[config.mk]
export PLATFORM = sky130hd
export DESIGN_NAME = fp_result_drain
export DESIGN_NICKNAME = d
export VERILOG_FILES = /design/src/rtl/fp_pkg.sv /design/src/rtl/fp_drain_shadow_buf.sv /design/src/rtl/fp_result_drain.sv
export SDC_FILE = /design/constraint.sdc
export NUM_CORES = 1
export LEC_CHECK = 0
export BUFFER_PORTS_ARGS = -buffer_cell sky130_fd_sc_hd__clkbuf_2
export CAP_MARGIN = 20
export CELL_PAD_IN_SITES_DETAIL_PLACEMENT = 1
export CELL_PAD_IN_SITES_GLOBAL_PLACEMENT = 2
export CORE_MARGIN = 4
export CORE_UTILIZATION = 32
export DETAILED_ROUTE_END_ITERATION = 6
export GPL_ROUTABILITY_DRIVEN = 0
export PLACE_DENSITY_LB_ADDON = 0.1
export SYNTH_ARGS = -nofsm -noshare
export SYNTH_HDL_FRONTEND = slang
export SYNTH_SLANG_ARGS = --single-unit
export TNS_END_PERCENT = 20
[constraint.sdc]
create_clock -name clk -period 1.5 [get_ports clk]
set_input_delay 0.3 -clock clk [delete_from_list [all_inputs] [get_ports clk]]
set_output_delay 0.3 -clock clk [all_outputs]
set_load 0.01 [all_outputs]
[src/rtl/fp_pkg.sv]
// Shared FP-array types: default format widths, packed FP word and drain FSM states.
package fp_pkg;

  localparam int W_MANTISSA_DEF  = 8;
  localparam int W_EXPONENT_DEF  = 8;
  localparam int W_FP_NUMBER_DEF = W_MANTISSA_DEF + W_EXPONENT_DEF + 1;

  typedef struct packed {
    logic                      sign;
    logic [W_EXPONENT_DEF-1:0] exponent;
    logic [W_MANTISSA_DEF-1:0] mantissa;
  } fp_word_t;

  typedef enum logic {
    DRN_IDLE,
    DRN_STREAM
  } drain_state_e;

endpackage

[src/rtl/fp_drain_shadow_buf.sv]
// Shadow register array for one PE column: parallel load, indexed combinational read.
// Per-PE status flags are stored only when FP_RESULT_DRAIN_FLAGS_EN is defined.
module fp_drain_shadow_buf
  import fp_pkg::*;
#(
  parameter int W  = W_FP_NUMBER_DEF,
  parameter int N  = 4,
  localparam int WI = $clog2(N)
) (
  input  logic           clk,
  input  logic           rstn,
  input  logic           load_i,
  input  logic [N*W-1:0] din_i,
`ifdef FP_RESULT_DRAIN_FLAGS_EN
  input  logic [N-1:0]   ovf_i,
  input  logic [N-1:0]   unf_i,
  input  logic [N-1:0]   exc_i,
  output logic           rd_ovf_o,
  output logic           rd_unf_o,
  output logic           rd_exc_o,
`endif
  input  logic [WI-1:0]  rd_idx_i,
  output logic [W-1:0]   rd_data_o
);

  logic [W-1:0] mem_q [N];

  always_ff @(posedge clk or negedge rstn) begin
    if (!rstn) begin
      for (int i = 0; i < N; i++) mem_q[i] <= '0;
    end else if (load_i) begin
      for (int i = 0; i < N; i++) mem_q[i] <= din_i[i*W +: W];
    end
  end

  assign rd_data_o = mem_q[rd_idx_i];

`ifdef FP_RESULT_DRAIN_FLAGS_EN
  logic [N-1:0] ovf_q, unf_q, exc_q;

  always_ff @(posedge clk or negedge rstn) begin
    if (!rstn) begin
      ovf_q <= '0;
      unf_q <= '0;
      exc_q <= '0;
    end else if (load_i) begin
      ovf_q <= ovf_i;
      unf_q <= unf_i;
      exc_q <= exc_i;
    end
  end

  assign rd_ovf_o = ovf_q[rd_idx_i];
  assign rd_unf_o = unf_q[rd_idx_i];
  assign rd_exc_o = exc_q[rd_idx_i];
`endif

endmodule

[src/rtl/fp_result_drain.sv]
// Snapshots and zeroes one PE column in a single edge, then streams the words out on valid/ready.
// FP_RESULT_DRAIN_FLAGS_EN adds per-PE ovf/unf/exc flags carried alongside each word.
module fp_result_drain
  import fp_pkg::*;
#(
  parameter int W_MANTISSA  = W_MANTISSA_DEF,
  parameter int W_EXPONENT  = W_EXPONENT_DEF,
  parameter int N_PE        = 4,
  localparam int W_FP_NUMBER = W_MANTISSA + W_EXPONENT + 1,
  localparam int W_IDX       = $clog2(N_PE)
) (
  input  logic                        clk,
  input  logic                        rstn,
  input  logic [N_PE*W_FP_NUMBER-1:0] pe_x,
`ifdef FP_RESULT_DRAIN_FLAGS_EN
  input  logic [N_PE-1:0]             pe_ovf,
  input  logic [N_PE-1:0]             pe_unf,
  input  logic [N_PE-1:0]             pe_exc,
  output logic                        out_ovf,
  output logic                        out_unf,
  output logic                        out_exc,
`endif
  input  logic                        capture,
  output logic                        clear_pe,
  output logic                        busy,
  output logic [W_FP_NUMBER-1:0]      out_data,
  output logic [W_IDX-1:0]            out_idx,
  output logic                        out_valid,
  input  logic                        out_ready,
  output logic                        out_last,
  output logic                        done
);

  localparam logic [W_IDX-1:0] IDX_LAST = W_IDX'(N_PE - 1);

  drain_state_e     state_q, state_d;
  logic [W_IDX-1:0] idx_q, idx_d;
  logic             done_q, done_d;

  // Combinational so the PEs zero on the very edge the shadow buffer samples them.
  assign clear_pe = (state_q == DRN_IDLE) && capture;

  always_comb begin
    state_d = state_q;
    idx_d   = idx_q;
    done_d  = 1'b0;
    case (state_q)
      DRN_IDLE: begin
        if (capture) begin
          state_d = DRN_STREAM;
          idx_d   = '0;
        end
      end
      DRN_STREAM: begin
        if (out_ready) begin
          if (idx_q == IDX_LAST) begin
            state_d = DRN_IDLE;
            idx_d   = '0;
            done_d  = 1'b1;
          end else begin
            idx_d = idx_q + 1'b1;
          end
        end
      end
      default: begin
        state_d = DRN_IDLE;
        idx_d   = '0;
      end
    endcase
  end

  always_ff @(posedge clk or negedge rstn) begin
    if (!rstn) begin
      state_q <= DRN_IDLE;
      idx_q   <= '0;
      done_q  <= 1'b0;
    end else begin
      state_q <= state_d;
      idx_q   <= idx_d;
      done_q  <= done_d;
    end
  end

  fp_drain_shadow_buf #(
    .W (W_FP_NUMBER),
    .N (N_PE)
  ) u_shadow_buf (
    .clk       (clk),
    .rstn      (rstn),
    .load_i    (clear_pe),
    .din_i     (pe_x),
`ifdef FP_RESULT_DRAIN_FLAGS_EN
    .ovf_i     (pe_ovf),
    .unf_i     (pe_unf),
    .exc_i     (pe_exc),
    .rd_ovf_o  (out_ovf),
    .rd_unf_o  (out_unf),
    .rd_exc_o  (out_exc),
`endif
    .rd_idx_i  (idx_q),
    .rd_data_o (out_data)
  );

  assign out_valid = (state_q == DRN_STREAM);
  assign busy      = (state_q == DRN_STREAM);
  assign out_idx   = idx_q;
  assign out_last  = out_valid && (idx_q == IDX_LAST);
  assign done      = done_q;

endmodule

==> results.py <==
metrics = {
    "run_status": {
        "status": "complete, but fails checks",
        "violations": "negative setup slack",
    },
    "critical_path": {
        "cpPeakStageDelay_ns": 0.50,
        "critPathTopFamily": "multiplexers",
        "cp_slowest_cell": "mux4_2",
        "cp_max_fo": 6,
        "cp_common_cell": "buf_12",
        "crit_chain": "buf_12 -> buf_12 -> mux4_2 -> clkbuf_2",
        "rrSetupSlack_ns": 0.07,
        "ff2ff_path_depth": 7,
        "arrival_ns": 1.62,
        "r2r_start": "out_idx[0]",
        "crit_buf_inv": 3,
        "setup.worst_path.start_class": "flip-flop",
        "required_ns": 1.20,
        "worstSetupPathType": "flip-flop to primary output",
        "rr_endpoint": "out_idx[0]",
        "critPathCaptureType": "primary output",
    },
    "floorplan": {
        "die_w_microns": 107,
        "io_pins": 96,
        "die_area_sq_um": 11500,
        "core_area_sq_um": 9420,
        "die_y_microns": 107,
        "num_rows": 35,
        "start_util_pct": 33.5,
    },
    "power_and_ir_drop": {
        "power_mw": 8.53,
        "leakage_nw": 1.91,
        "p_switching_mw": 2.58,
        "p_int_mw": 5.95,
        "power_density_nw_per_um2": 2060,
        "pwr-share-seq_pct": 39.9,
        "power_frac_comb_pct": 44.9,
        "swShare_pct": 30.2,
        "pwr-share-clk_pct": 15.3,
        "peakVddDrop_mv": 0.674,
    },
    "cts": {
        "insertion_delay_ns": 0.33,
        "cts_tree": "done",
        "cts_root_buf": "clkbuf_8",
        "cts_max_path_buffers": 2,
        "cts_sinks": 72,
        "h-tree-depth": 3,
        "numCtsBuffers": 9,
        "clkTransAtPathRegs_ns": 0.08,
    },
    "global_routing": {
        "grt_usage_pct": 13.3,
        "grt_antenna_before_repair": 0,
        "grt_max_degree": 42,
        "grt.met2_usage_pct": 21.3,
        "met3_usage_pct": 4.58,
        "gr-max-usage-layer": "met2",
        "grt_pass1_vias": 2166,
        "grt_pass1_wl_mm": 11.6,
        "met1_usage_pct": 16.9,
        "gr-total-overflow": 0,
    },
    "placed_design": {
        "dp.cells": 404,
        "io_buffers": 95,
        "place_area_sq_um": 3860,
        "dp_hpwl_mm": 5.08,
    },
    "routing": {
        "drc": 0,
        "dr.pass1.iters": 4,
        "routed_wl_mm": 7.06,
        "dr_total_vias": 1962,
        "ant_nets": 0,
        "wl_per_cell_microns": 16.7,
        "drt_iter0_drc": 50,
        "via_per_inst": 4.64,
    },
    "finish": {
        "diodes": 0,
        "nets": 364,
        "layout-drive-gt1-share_pct": 73.8,
        "final_util_pct": 43.9,
        "design_area_sq_um": 4140,
        "areaGrowthSynthToFinish_pct": 31.3,
        "final_cells": 423,
    },
    "timing": {
        "worst_slew_pin_slew_ns": 0.427,
        "period_minus_slack_ns": 1.92,
        "slew-limit-headroom_pct": 71.6,
        "setup_violations": 19,
        "finalHoldViolations": 0,
        "fmax_mhz": 520,
        "setup_ws_ns": -0.425,
        "fin_skew_ns": 0.00507,
        "rsz0062_at_grt": "true",
        "timing.final.crit_share_pct": 128,
        "maxSlewViolCount": 0,
    },
    "job": {
        "maxCapViolations": 0,
    },
    "hold_path": {
        "hold_class": "input port to flip-flop",
        "hp-start": "pe_x[11]",
        "hold_end": "u_shadow_buf.mem_q[62]",
        "hold_depth": 2,
    },
    "synth": {
        "synth_edf_count": 0,
        "synth-main-ff-cell": "dfrtp_1",
        "postSynthAreaPerCell_sq_um": 17.5,
        "synth-seq-area-share_pct": 57.2,
        "yosys_warnings": 0,
        "yosys-top-cells-count": "dfrtp_1, mux2_2, mux4_2",
        "syn_nets": 253,
        "synth_seq_cells": 72,
        "ys_async_sr_fraction_pct": 100,
        "synth_cell_types": 15,
        "post-synth-top-area-fraction_pct": 57.2,
        "syn_area_sq_um": 3150,
        "yosysMostFrequentCell": "dfrtp_1",
        "syn_inst": 180,
        "synth_top_area_cell": "dfrtp_1",
        "synth.area.top_cells": "dfrtp_1, mux2_2, mux4_2, mux2_4, buf_2",
    },
}
-- final cells by class --
class / count / area [sq um]
fill: 962 / 5280
sequential: 72 / 1800
tap: 129 / 161
clock inverter: 4 / 22.5
timing repair buffer: 113 / 732
clock buffer: 10 / 138
multi-input combinational: 95 / 1280
-- worst max-delay path by stage --
stage | start | end | slack, ns | depth (start not counted)
6_report | out_idx[0] | out_data[14] | -0.42 | 4
5_1_grt | out_idx[0] | out_data[9] | -0.51 | 4
4_1_cts | out_idx[0] | out_data[10] | -0.45 | 4
3_5_place_dp | out_idx[0] | out_data[10] | -0.07 | 3
3_3_place_gp | out_idx[0] | out_data[9] | -0.05 | 3
2_1_floorplan | out_idx[0] | out_data[0] | -0.09 | 3
-- placed cells by master (no fill, tap or decap) --
cell / n
dfrtp_2: 1
nor2_2: 1
dlygate4sd3_1: 1
mux2i_1: 1
ha_4: 1
buf_6: 5
buf_4: 7
buf_2: 1
buf_12: 6
clkbuf_8: 10
nor2_1: 2
clkinv_2: 3
clkbuf_2: 92
mux2_4: 9
buf_16: 1
a32o_2: 1
nor2b_4: 1
mux2_2: 59
dfrtp_1: 71
and3_1: 1
clkinvlp_4: 1
a32o_1: 1
and2_4: 1
mux4_2: 17
-- power by group through the flow --
stage	Sequential [mW]	Clock (mW)	Combinational, mW
floorplan	3.28	0	2.55
detailed placement	3.44	0	3.65
CTS	3.42	1.38	3.92
global route	3.54	1.48	4.17
global placement	3.43	0	3.59
finish	3.40	1.30	3.83
-- per-layer routing --
metal,share of wire [%],vias to the layer above
met4,1.3,0
met5,0,-
met2,52,57
met1,41,1007
met3,6.4,8
li1,-,890
-- logic make-up (layout without fill, tap and decap cells) --
kind of cell	count (synthesis)	after routing	synth area share [%]
fa+ha+maj	1	1	0.397
buf+inv	13	127	3.02
mux	86	86	37.8
compound gates	2	2	0.635
simple gates	6	6	0.953
flops	72	72	57.2
-- stage by stage --
stage / setup TNS (ns) / setup slack (ns) / hold WS, ns
6_report: -7.50 / -0.425 / 0.192
5_1_grt: -9.10 / -0.514 / 0.170
4_1_cts: -8.05 / -0.451 / 0.172
3_5_place_dp: -0.889 / -0.0740 / 0.273
3_3_place_gp: -0.418 / -0.0481 / 0.273
2_1_floorplan: -0.694 / -0.0867 / 0.00441
-- sequential cells by signal, summed over array words and instances, names as in the netlist --
| register | cells |
|---|---|
| u_shadow_buf.mem_q | 68 |
| out_idx | 2 |
| busy | 1 |
| done | 1 |
-- what timing repair did --
action                                 CTS  global route
pin swaps                                0             1
gates resized for setup                  9             5
setup endpoints to repair               19            21
hold buffers                             1             0
buffers inserted                         3             0
endpoints found under the hold margin   27             0
cloned                                   1             0
No activity file was read; power rests on OpenSTA's default activity.
